File: src/rtl/button_conditioner_if.sv
// Button bundle between the raw pins and the debounced outputs.
// The conditioner takes the slave side; whoever drives the pins takes master.
interface button_conditioner_if #(
    parameter int NUM_BTN = 2
);
    logic [NUM_BTN-1:0] BUTTON_RAW;
    logic [NUM_BTN-1:0] BTN_LEVEL;
    logic [NUM_BTN-1:0] BTN_PRESS;
    logic [NUM_BTN-1:0] BTN_RELEASE;

    modport master (
        output BUTTON_RAW,
        input  BTN_LEVEL,
        input  BTN_PRESS,
        input  BTN_RELEASE
    );

    modport slave (
        input  BUTTON_RAW,
        output BTN_LEVEL,
        output BTN_PRESS,
        output BTN_RELEASE
    );
endinterface

File: src/rtl/button_conditioner.sv
// Per-button synchroniser + debounce FSM producing level, press and release pulses.
// Define AUTOREPEAT_EN to add repeated press pulses while a button is held.
module button_conditioner #(
    parameter int NUM_BTN         = 2,
    parameter int DEBOUNCE_CYCLES = 2_500_000,
    parameter int REPEAT_DELAY    = 62_500_000,
    parameter int REPEAT_RATE     = 12_500_000
) (
    input  logic                   clk,
    input  logic                   rst,
    button_conditioner_if.slave    btn,
    output logic [2*NUM_BTN-1:0]   dbg_state_o
);

    typedef enum logic [1:0] {
        ST_IDLE         = 2'd0,
        ST_PRESS_WAIT   = 2'd1,
        ST_PRESSED      = 2'd2,
        ST_RELEASE_WAIT = 2'd3
    } state_e;

    localparam int             DB_W    = $clog2(DEBOUNCE_CYCLES);
    localparam logic [DB_W-1:0] DB_LAST = DB_W'(DEBOUNCE_CYCLES - 1);

`ifdef AUTOREPEAT_EN
    localparam int RP_MAX = (REPEAT_DELAY > REPEAT_RATE) ? REPEAT_DELAY : REPEAT_RATE;
    localparam int RP_W   = (RP_MAX > 1) ? $clog2(RP_MAX) : 1;
    localparam logic [RP_W-1:0] RP_DELAY_LAST = RP_W'(REPEAT_DELAY - 1);
    localparam logic [RP_W-1:0] RP_RATE_LAST  = RP_W'(REPEAT_RATE - 1);
`endif

    if (DEBOUNCE_CYCLES < 2 || REPEAT_DELAY < 1 || REPEAT_RATE < 1) begin : g_bad_cfg
        $error("button_conditioner: invalid timing parameters");
    end

    logic [NUM_BTN-1:0] sync1_q;
    logic [NUM_BTN-1:0] sync2_q;
    logic [NUM_BTN-1:0] level_vec;
    logic [NUM_BTN-1:0] press_vec;
    logic [NUM_BTN-1:0] release_vec;

    always_ff @(posedge clk or negedge rst) begin
        if (!rst) begin
            sync1_q <= '0;
            sync2_q <= '0;
        end else begin
            sync1_q <= btn.BUTTON_RAW;
            sync2_q <= sync1_q;
        end
    end

    for (genvar g = 0; g < NUM_BTN; g++) begin : g_ch
        state_e          state_q, state_d;
        logic [DB_W-1:0] cnt_q, cnt_d;
        logic            level_q, level_d;
        logic            press_q, press_d;
        logic            release_q, release_d;
        logic            in_s;

        assign in_s = sync2_q[g];

`ifdef AUTOREPEAT_EN
        logic [RP_W-1:0] rcnt_q, rcnt_d;
        logic            rpt_q, rpt_d;

        always_ff @(posedge clk or negedge rst) begin
            if (!rst) begin
                rcnt_q <= '0;
                rpt_q  <= 1'b0;
            end else begin
                rcnt_q <= rcnt_d;
                rpt_q  <= rpt_d;
            end
        end
`endif

        always_ff @(posedge clk or negedge rst) begin
            if (!rst) begin
                state_q   <= ST_IDLE;
                cnt_q     <= '0;
                level_q   <= 1'b0;
                press_q   <= 1'b0;
                release_q <= 1'b0;
            end else begin
                state_q   <= state_d;
                cnt_q     <= cnt_d;
                level_q   <= level_d;
                press_q   <= press_d;
                release_q <= release_d;
            end
        end

        always_comb begin
            state_d   = state_q;
            cnt_d     = cnt_q;
            press_d   = 1'b0;
            release_d = 1'b0;
            case (state_q)
                ST_IDLE: begin
                    if (in_s) begin
                        state_d = ST_PRESS_WAIT;
                        cnt_d   = '0;
                    end
                end
                ST_PRESS_WAIT: begin
                    if (!in_s) begin
                        state_d = ST_IDLE;
                    end else if (cnt_q == DB_LAST) begin
                        state_d = ST_PRESSED;
                        press_d = 1'b1;
                    end else begin
                        cnt_d = cnt_q + DB_W'(1);
                    end
                end
                ST_PRESSED: begin
                    if (!in_s) begin
                        state_d = ST_RELEASE_WAIT;
                        cnt_d   = '0;
                    end
                end
                ST_RELEASE_WAIT: begin
                    if (in_s) begin
                        state_d = ST_PRESSED;
                    end else if (cnt_q == DB_LAST) begin
                        state_d   = ST_IDLE;
                        release_d = 1'b1;
                    end else begin
                        cnt_d = cnt_q + DB_W'(1);
                    end
                end
                default: state_d = ST_IDLE;
            endcase

`ifdef AUTOREPEAT_EN
            // Repeat timing only advances while staying in PRESSED; any entry restarts the delay.
            rcnt_d = rcnt_q;
            rpt_d  = rpt_q;
            if (state_q == ST_PRESSED && state_d == ST_PRESSED) begin
                if (!rpt_q && rcnt_q == RP_DELAY_LAST) begin
                    press_d = 1'b1;
                    rcnt_d  = '0;
                    rpt_d   = 1'b1;
                end else if (rpt_q && rcnt_q == RP_RATE_LAST) begin
                    press_d = 1'b1;
                    rcnt_d  = '0;
                end else begin
                    rcnt_d = rcnt_q + RP_W'(1);
                end
            end else begin
                rcnt_d = '0;
                rpt_d  = 1'b0;
            end
`endif

            level_d = (state_d == ST_PRESSED) || (state_d == ST_RELEASE_WAIT);
        end

        assign level_vec[g]           = level_q;
        assign press_vec[g]           = press_q;
        assign release_vec[g]         = release_q;
        assign dbg_state_o[2*g +: 2]  = state_q;
    end

    assign btn.BTN_LEVEL   = level_vec;
    assign btn.BTN_PRESS   = press_vec;
    assign btn.BTN_RELEASE = release_vec;

endmodule

File: src/flat_wrapper.sv
// flat-port wrapper written by rule: the top's interface ports become plain ports
module button_conditioner_flat 
#(
    parameter int NUM_BTN         = 2,
    parameter int DEBOUNCE_CYCLES = 2_500_000,
    parameter int REPEAT_DELAY    = 62_500_000,
    parameter int REPEAT_RATE     = 12_500_000
)
  (clk, rst, dbg_state_o, btn_BUTTON_RAW, btn_BTN_LEVEL, btn_BTN_PRESS, btn_BTN_RELEASE);
  button_conditioner_if #(.NUM_BTN(NUM_BTN)) btn_i ();
  input  logic clk;
  input  logic rst;
  output logic [2*NUM_BTN-1:0] dbg_state_o;
  input wire logic [$bits(btn_i.BUTTON_RAW)-1:0] btn_BUTTON_RAW;
  output wire logic [$bits(btn_i.BTN_LEVEL)-1:0] btn_BTN_LEVEL;
  output wire logic [$bits(btn_i.BTN_PRESS)-1:0] btn_BTN_PRESS;
  output wire logic [$bits(btn_i.BTN_RELEASE)-1:0] btn_BTN_RELEASE;
  assign btn_i.BUTTON_RAW = btn_BUTTON_RAW;
  assign btn_BTN_LEVEL = btn_i.BTN_LEVEL;
  assign btn_BTN_PRESS = btn_i.BTN_PRESS;
  assign btn_BTN_RELEASE = btn_i.BTN_RELEASE;
  button_conditioner #(.NUM_BTN(NUM_BTN), .DEBOUNCE_CYCLES(DEBOUNCE_CYCLES), .REPEAT_DELAY(REPEAT_DELAY), .REPEAT_RATE(REPEAT_RATE)) u_core (.clk(clk), .rst(rst), .btn(btn_i), .dbg_state_o(dbg_state_o));
endmodule
File: config.mk
export PLATFORM = sky130hd
export DESIGN_NAME = button_conditioner_flat
export DESIGN_NICKNAME = d
export VERILOG_FILES = /design/src/rtl/button_conditioner_if.sv /design/src/rtl/button_conditioner.sv /design/src/flat_wrapper.sv
export SDC_FILE = /design/constraint.sdc
export NUM_CORES = 1
export LEC_CHECK = 0
export CORE_MARGIN = 4
export CORE_UTILIZATION = 55
export DETAILED_ROUTE_END_ITERATION = 8
export GPL_TIMING_DRIVEN = 0
export PLACE_DENSITY = 0.74
export REMOVE_ABC_BUFFERS = 1
export SYNTH_ARGS = -nofsm -noshare
export SYNTH_HDL_FRONTEND = slang
export SYNTH_SLANG_ARGS = --single-unit
File: constraint.sdc
create_clock -name clk -period 3.8 [get_ports clk]
set_clock_uncertainty 0.2 [all_clocks]
set_input_delay 0.76 -clock clk [delete_from_list [all_inputs] [get_ports clk]]
set_output_delay 0.76 -clock clk [all_outputs]
set_load 0.02 [all_outputs]
==> metrics.yaml, run 1 <==
grt:
  number_of_antenna_violations_at_the_first_check_in_global_routing: 0
  global_route.usage.total: 0.205
  grt_overflow: 0
  grt_start_max_net_pins: 38
  grt_pass1_vias: 2129
  grt_first_pass_wirelength_um: 10200
power:
  leakage_nw: 1.42
  power_switching_share: 0.241
  switchingPower_mw: 0.307
  power_report.internal_total_mw: 0.967
  vdd_drop_max_mv: 0.264
  total_power_mw: 1.27
  pwr-share-comb: 0.055
  seqPwrFrac: 0.523
  power_density_nw_per_um2: 387
  power.share.clock: 0.422
worst_setup_path:
  endpoint_kind: "output port"
  startpoint_type: "register"
  path_cells: "clkdlybuf4s50_1"
  critical-path-max-stage-delay_ns: 0.71
  critical_path_class: "register to output port"
  required_ns: 2.84
  critPathBufInv: 1
  setup.reg_to_reg.worst_slack_ns: 1.20
  crit_family: "buffers and inverters"
  critPathMaxFanout: 18
  crit_arrival_ns: 1.72
  timing.critical_path.slowest_stage_cell: "clkdlybuf4s50_1"
final_layout:
  design.final.nets: 315
  post_route_cells_drive_above_1_share: 0.121
  area_of_the_multi_input_gates_um2: 1390
  layout_overhead_on_the_synthesized_area_pct: 12.3
  area.sequential_um2: 1450
  core_util_final: 0.641
  antenna_cells_inserted: 0
  filler_cell_count: 449
  final-instance-count-excl-fill: 383
synthesis:
  synthArstFlopShare: 1.00
  syn-mean-instance-area_um2: 9.99
  synth.yosys.seq_area_share: 0.494
  syn_inst: 294
  netlist_area_before_placement_um2: 2940
  dominantRegCellSynth: "dfrtp_1"
  ys_types: 51
  synth.top_cells.by_area: "dfrtp_1 (49%), xor2_1 (5.4%), o21ai_0 (4.3%)"
  yosysTopAreaCell: "dfrtp_1"
  yosysWarningCount: 0
  netlist.area_leader.share: 0.494
  synth.ff_latch_count: 58
  synth-edff-count: 0
sta:
  final_hold_viols: 0
  report.final.slew_viol_count: 0
  timing.slew.headroom: 0.415
  final.period_utilization: 0.706
  grt_setup_unrepaired: "false"
  finalCriticalPeriod_ns: 2.68
  finalSetupViolations: 0
  fmax_mhz: 373
  tightestPinTransition_ns: 0.877
  holdWs_ns: 0.146
floorplan:
  floorplan.initialDensity: 0.571
  design.core.area_um2: 5140
  io_pins: 14
  die_area_um2: 6570
  die_w_um: 81.1
  count_of_standard_cell_rows: 26
  chipHeight_um: 81.1
routing:
  detail-route-antenna-nets: 0
  wl_per_cell_um: 15.1
  drt_pass1_iterations: 4
  drc_errors: 0
  totalWireLength_um: 5800
  drtIter0Drc: 216
  vias_per_cell: 5.81
  via_count: 2226
cts:
  skew_pair_late_insertion_delay_ns: 0.33
  cts.repair_timing.setup_buffer_count: 0
  clock-sinks: 58
  clock-root-buffer: "clkbuf_8"
  clock_tree_from_tritoncts: "built"
  numCtsBuffers: 9
  hold_buffers: 0
  cts.htree.levels: 3
  clk_pin_slew_worst_paths_ns: 0.06
  clockBufferDepth: 2
  post_cts_resize_count: 0
place:
  globalplace.congestion: 0.821
  dp_hpwl_um: 3850
  dp_cells: 368
  placement.io_buffers: 13
status:
  outcome: "complete, no violations"
flow_run:
  number_of_max_capacitance_violations_reported: 0
worst_hold_path:
  hold_class: "register to register"
power by group through the flow:
stage               clock network, mW  registers [mW]  logic [mW]
global placement                    0           0.676      0.0659
global route                    0.576           0.671      0.0809
CTS                             0.543           0.667      0.0717
detailed placement                  0           0.678      0.0712
finish                          0.538           0.667      0.0703
floorplan                           0           0.672      0.0401
worst paths after layout:
check / from / end / depth (start not counted)
max: u_core.g_ch[1].state_q[0] / dbg_state_o[2] / 1
max in group asynchronous: rst / u_core.g_ch[0].cnt_q[14] / 2
min reg2reg: u_core.sync1_q[1] / u_core.sync2_q[1] / 0
min: u_core.sync1_q[1] / u_core.sync2_q[1] / 0
max reg2reg: u_core.g_ch[1].cnt_q[0] / u_core.g_ch[1].cnt_q[10] / 6
min in group asynchronous: rst / u_core.g_ch[1].cnt_q[17] / 1
sequential cells by signal (all words and copies together) (netlist names):
register / count
u_core.sync2_q: 2
u_core.g_ch.release_q: 2
u_core.sync1_q: 2
u_core.g_ch.state_q: 4
u_core.g_ch.cnt_q: 44
u_core.g_ch.level_q: 2
u_core.g_ch.press_q: 2
cells in the mapped netlist (2+ instances only):
cell type / count
or2_2: 2
a21oi_1: 5
a22o_1: 5
o21ai_1: 2
a31oi_1: 4
inv_1: 4
nor4b_1: 2
nand4_1: 10
nand2_1: 30
and3_1: 6
mux2_2: 7
o31ai_1: 6
and2_1: 4
or4b_1: 2
nor3b_1: 4
nand3_1: 22
nor4_1: 3
o21ai_0: 25
clkbuf_1: 2
ha_1: 2
buf_4: 6
nor3_1: 4
xor2_1: 18
o211ai_1: 2
nor2b_1: 2
nand3b_1: 2
or4_1: 2
nand2b_1: 2
nor4_2: 2
nor2_1: 29
dfrtp_1: 58
cell type report:
type,count,share of cell area
inverter,6,0.00683
multi-input combinational,220,0.423
sequential,58,0.440
timing repair buffer,14,0.0463
clock inverter,2,0.00304
clock buffer,13,0.0543
tap,70,0.0266
cell families (layout without fill, tap and decap cells):
| kind of cell | count (synthesis) | in the layout | share of synthesized area |
|---|---|---|---|
| compound gates | 51 | 51 | 0.104 |
| xor+xnor | 21 | 21 | 0.0677 |
| mux | 8 | 8 | 0.0303 |
| buf+inv | 16 | 35 | 0.0311 |
| flops | 58 | 58 | 0.494 |
| simple gates | 138 | 138 | 0.264 |
| fa+ha+maj | 2 | 2 | 0.00852 |
per-stage QoR:
stage	setup WS [ns]	TNS [ns]	cell area [um^2]
floorplan	1.68	0	2870
global placement	-0.0101	-0.431	3090
detailed placement	1.24	0	3110
CTS	1.08	0	3300
global route	0.877	0	3300
finish	1.12	0	3300
per-layer routing:
layer | routed length, um | up-vias | share of wire | track usage
met5 | 0 | - | 0 | 0
met4 | 118 | 0 | 0.020 | 0.113
met3 | 292 | 15 | 0.050 | 0.0599
met2 | 2540 | 56 | 0.44 | 0.288
met1 | 2840 | 1070 | 0.49 | 0.284
li1 | - | 1085 | - | -
cell usage in the layout, fill, tap and decap left out, types with 2 or more instances in the layout:
cell,Yosys,routed
o211ai_1,2,2
nor3b_1,4,4
xor2_1,18,18
nand3b_1,2,2
and2_1,4,4
or4b_1,2,2
o21ai_1,2,2
o31ai_1,6,6
dfrtp_1,58,58
or4_1,2,2
nor2_1,29,29
nand2_1,30,30
or2_2,2,2
nor4_2,2,2
nor3_1,4,4
o21ai_0,25,25
nand2b_1,2,2
clkdlybuf4s50_1,0,12
a31oi_1,4,4
mux2_2,7,7
a22o_1,5,5
nor2b_1,2,2
and3_1,6,6
nand4_1,10,10
nor4_1,3,3
clkbuf_8,0,13
a21oi_1,5,5
nor4b_1,2,2
clkinv_2,0,2
ha_1,2,2
inv_1,4,4
nand3_1,22,22
(Power assumes the default switching activity.)
==> run 2, diff against run 1 <==
==> constraint.sdc (replaced) <==
create_clock -name clk -period 2.73 [get_ports clk]
set_clock_uncertainty 0.2 [all_clocks]
set_input_delay 0.546 -clock clk [delete_from_list [all_inputs] [get_ports clk]]
set_output_delay 0.546 -clock clk [all_outputs]
set_load 0.02 [all_outputs]
==> metrics.yaml, run 2 (synthesis results as in run 1) <==
power:
  power_switching_share: 0.241  # about the same
  power_report.internal_total_mw: 1.35  # was 0.967 mW
  total_power_mw: 1.78  # was 1.27 mW
  switchingPower_mw: 0.429  # was 0.307 mW
  power.share.clock: 0.422  # about the same
  power_density_nw_per_um2: 538  # was 387 nW/um^2
  leakage_nw: 1.43  # was 1.42 nW
  vdd_drop_max_mv: 0.368  # was 0.264 mV
  pwr-share-comb: 0.055  # about the same
  seqPwrFrac: 0.523  # about the same
worst_setup_path:
  r2r_start: "u_core.g_ch[1].cnt_q[0]"  # unchanged
  crit_family: "buffers and inverters"  # unchanged
  timing.critical_path.from: "u_core.g_ch[1].state_q[0]"  # unchanged
  required_ns: 1.98  # was 2.84 ns
  critPathMaxFanout: 18  # unchanged
  reg2regPathDepth: 6  # unchanged
  crit_arrival_ns: 1.73  # was 1.72 ns
  startpoint_type: "register"  # unchanged
  setup.reg_to_reg.worst_slack_ns: 0.36  # was 1.20 ns
  path_cells: "clkdlybuf4s50_1"  # unchanged
  timing.critical_path.slowest_stage_cell: "clkdlybuf4s50_1"  # unchanged
  critical_path_class: "register to output port"  # unchanged
  endpoint_kind: "output port"  # unchanged
  worst-path-stages: 1  # unchanged
  critical-path-max-stage-delay_ns: 0.71  # about the same
  critPathBufInv: 1  # unchanged
  worst_r2r_endpoint: "u_core.g_ch[1].cnt_q[10]"  # unchanged
  timing.critical_path.to: "dbg_state_o[2]"  # unchanged
cts:
  skew_pair_late_insertion_delay_ns: 0.34  # was 0.33 ns
  cts.htree.levels: 3  # unchanged
  clock_tree_from_tritoncts: "built"  # unchanged
  numCtsBuffers: 9  # unchanged
  clock-sinks: 58  # unchanged
  clock-root-buffer: "clkbuf_8"  # unchanged
  hold_buffers: 0  # unchanged
  post_cts_resize_count: 0  # unchanged
  clockBufferDepth: 2  # unchanged
  cts.repair_timing.setup_buffer_count: 0  # unchanged
  clk_pin_slew_worst_paths_ns: 0.06  # about the same
sta:
  timing.slew.headroom: 0.411  # was 0.415
  grt_setup_unrepaired: "false"  # unchanged
  report.final.slew_viol_count: 0  # unchanged
  holdWs_ns: 0.127  # was 0.146 ns
  finalCriticalPeriod_ns: 2.48
  tightestPinTransition_ns: 0.884  # was 0.877 ns
  final.period_utilization: 0.908
  fmax_mhz: 404
  finalSetupViolations: 0  # unchanged
  final_hold_viols: 0  # unchanged
final_layout:
  design.final.nets: 315  # unchanged
  layout.cells.most_common_list: "dfrtp_1 (58), nand2_1 (30), nor2_1 (29)"  # unchanged
  top_reg_by_flops: "u_core.g_ch.cnt_q"  # unchanged
  layout_overhead_on_the_synthesized_area_pct: 12.4  # was 12.3%
  max_ffs_per_register: 44  # unchanged
  final-instance-count-excl-fill: 383  # unchanged
  mostFrequentLayoutCell: "dfrtp_1"  # unchanged
  layout_top_registers: "u_core.g_ch.cnt_q x44, u_core.g_ch.state_q x4"  # unchanged
  core_util_final: 0.642  # was 0.641
  antenna_cells_inserted: 0  # unchanged
  post_route_cells_drive_above_1_share: 0.125  # was 0.121
  filler_cell_count: 448  # was 449
routing:
  totalWireLength_um: 5790  # was 5800 um
  detail-route-antenna-nets: 0  # unchanged
  drt_pass1_iterations: 4  # unchanged
  drc_errors: 0  # unchanged
  vias_per_cell: 5.84  # was 5.81
  drtIter0Drc: 172  # was 216
  via_count: 2235  # was 2226
  wl_per_cell_um: 15.1  # about the same
floorplan:
  die_w_um: 81.1  # unchanged
  io_pins: 14  # unchanged
  count_of_standard_cell_rows: 26  # unchanged
  design.core.area_um2: 5140  # unchanged
  chipHeight_um: 81.1  # unchanged
  die_area_um2: 6570  # unchanged
  floorplan.initialDensity: 0.571  # unchanged
grt:
  grt_start_max_net_pins: 38  # unchanged
  grt_pass1_vias: 2129  # unchanged
  grt_overflow: 0  # unchanged
  grt_first_pass_wirelength_um: 10200  # unchanged
  global_route.usage.total: 0.205  # unchanged
  number_of_antenna_violations_at_the_first_check_in_global_routing: 0  # unchanged
flow_run:
  number_of_max_capacitance_violations_reported: 0  # unchanged
worst_hold_path:
  hold_class: "primary input to asynchronous set/reset pin"  # was register to register
place:
  dp_hpwl_um: 3850  # unchanged
  placement.io_buffers: 13  # unchanged
  dp_cells: 368  # unchanged
  globalplace.congestion: 0.821  # unchanged
status:
  outcome: "complete, no violations"  # unchanged
## run 2: cell counts in the layout (fill, tap and decap cells not counted)
Identical to the previous run, type by type.
## run 2: how the worst min path moves through the flow
stage,startpoint,endpoint
floorplan,rst,u_core.g_ch[0].cnt_q[0]
global placement,u_core.sync1_q[1],u_core.sync2_q[1]
detailed placement,u_core.sync1_q[1],u_core.sync2_q[1]
CTS,rst,u_core.g_ch[1].cnt_q[14]
global route,u_core.sync1_q[1],u_core.sync2_q[1]
finish,rst,u_core.g_ch[1].cnt_q[17]
## run 2: cell type report
class                           count  area, um^2  area share
Clock buffer                       13         179      0.0542
Clock inverter                      2        10.0     0.00303
Inverter                            6        22.5     0.00682
Multi-Input combinational cell    220        1400       0.423
Sequential cell                    58        1450       0.440
Tap cell                           70        87.6      0.0265
Timing Repair Buffer               14         153      0.0462
## run 2: routing by layer
| layer | GRT usage | up-vias | part of all wire | wire, um |
|---|---|---|---|---|
| met3 | 0.0599 | 12 | 0.052 | 299 |
| met1 | 0.284 | 1077 | 0.49 | 2850 |
| li1 | - | 1087 | - | - |
| met5 | 0 | - | 0 | 0 |
| met2 | 0.288 | 59 | 0.44 | 2550 |
| met4 | 0.113 | 0 | 0.016 | 94 |
## run 2: power groups by stage
| stage | Clock [mW] | Sequential (mW) | Combinational, mW |
|---|---|---|---|
| 2_1_floorplan | 0 | 0.935 | 0.0558 |
| 3_3_place_gp | 0 | 0.942 | 0.0918 |
| 3_5_place_dp | 0 | 0.943 | 0.0991 |
| 4_1_cts | 0.756 | 0.928 | 0.0998 |
| 5_1_grt | 0.802 | 0.934 | 0.113 |
| 6_report | 0.750 | 0.928 | 0.0981 |
## run 2: through the flow
step | instance area, um^2 | worst slack [ns] | setup TNS (ns)
2_1_floorplan | 2870 | 0.608 | 0
3_3_place_gp | 3090 | -0.866 | -50.08
3_5_place_dp | 3110 | 0.169 | 0
4_1_cts | 3300 | 0.136 | 0
5_1_grt | 3300 | 0.110 | 0
6_report | 3300 | 0.252 | 0
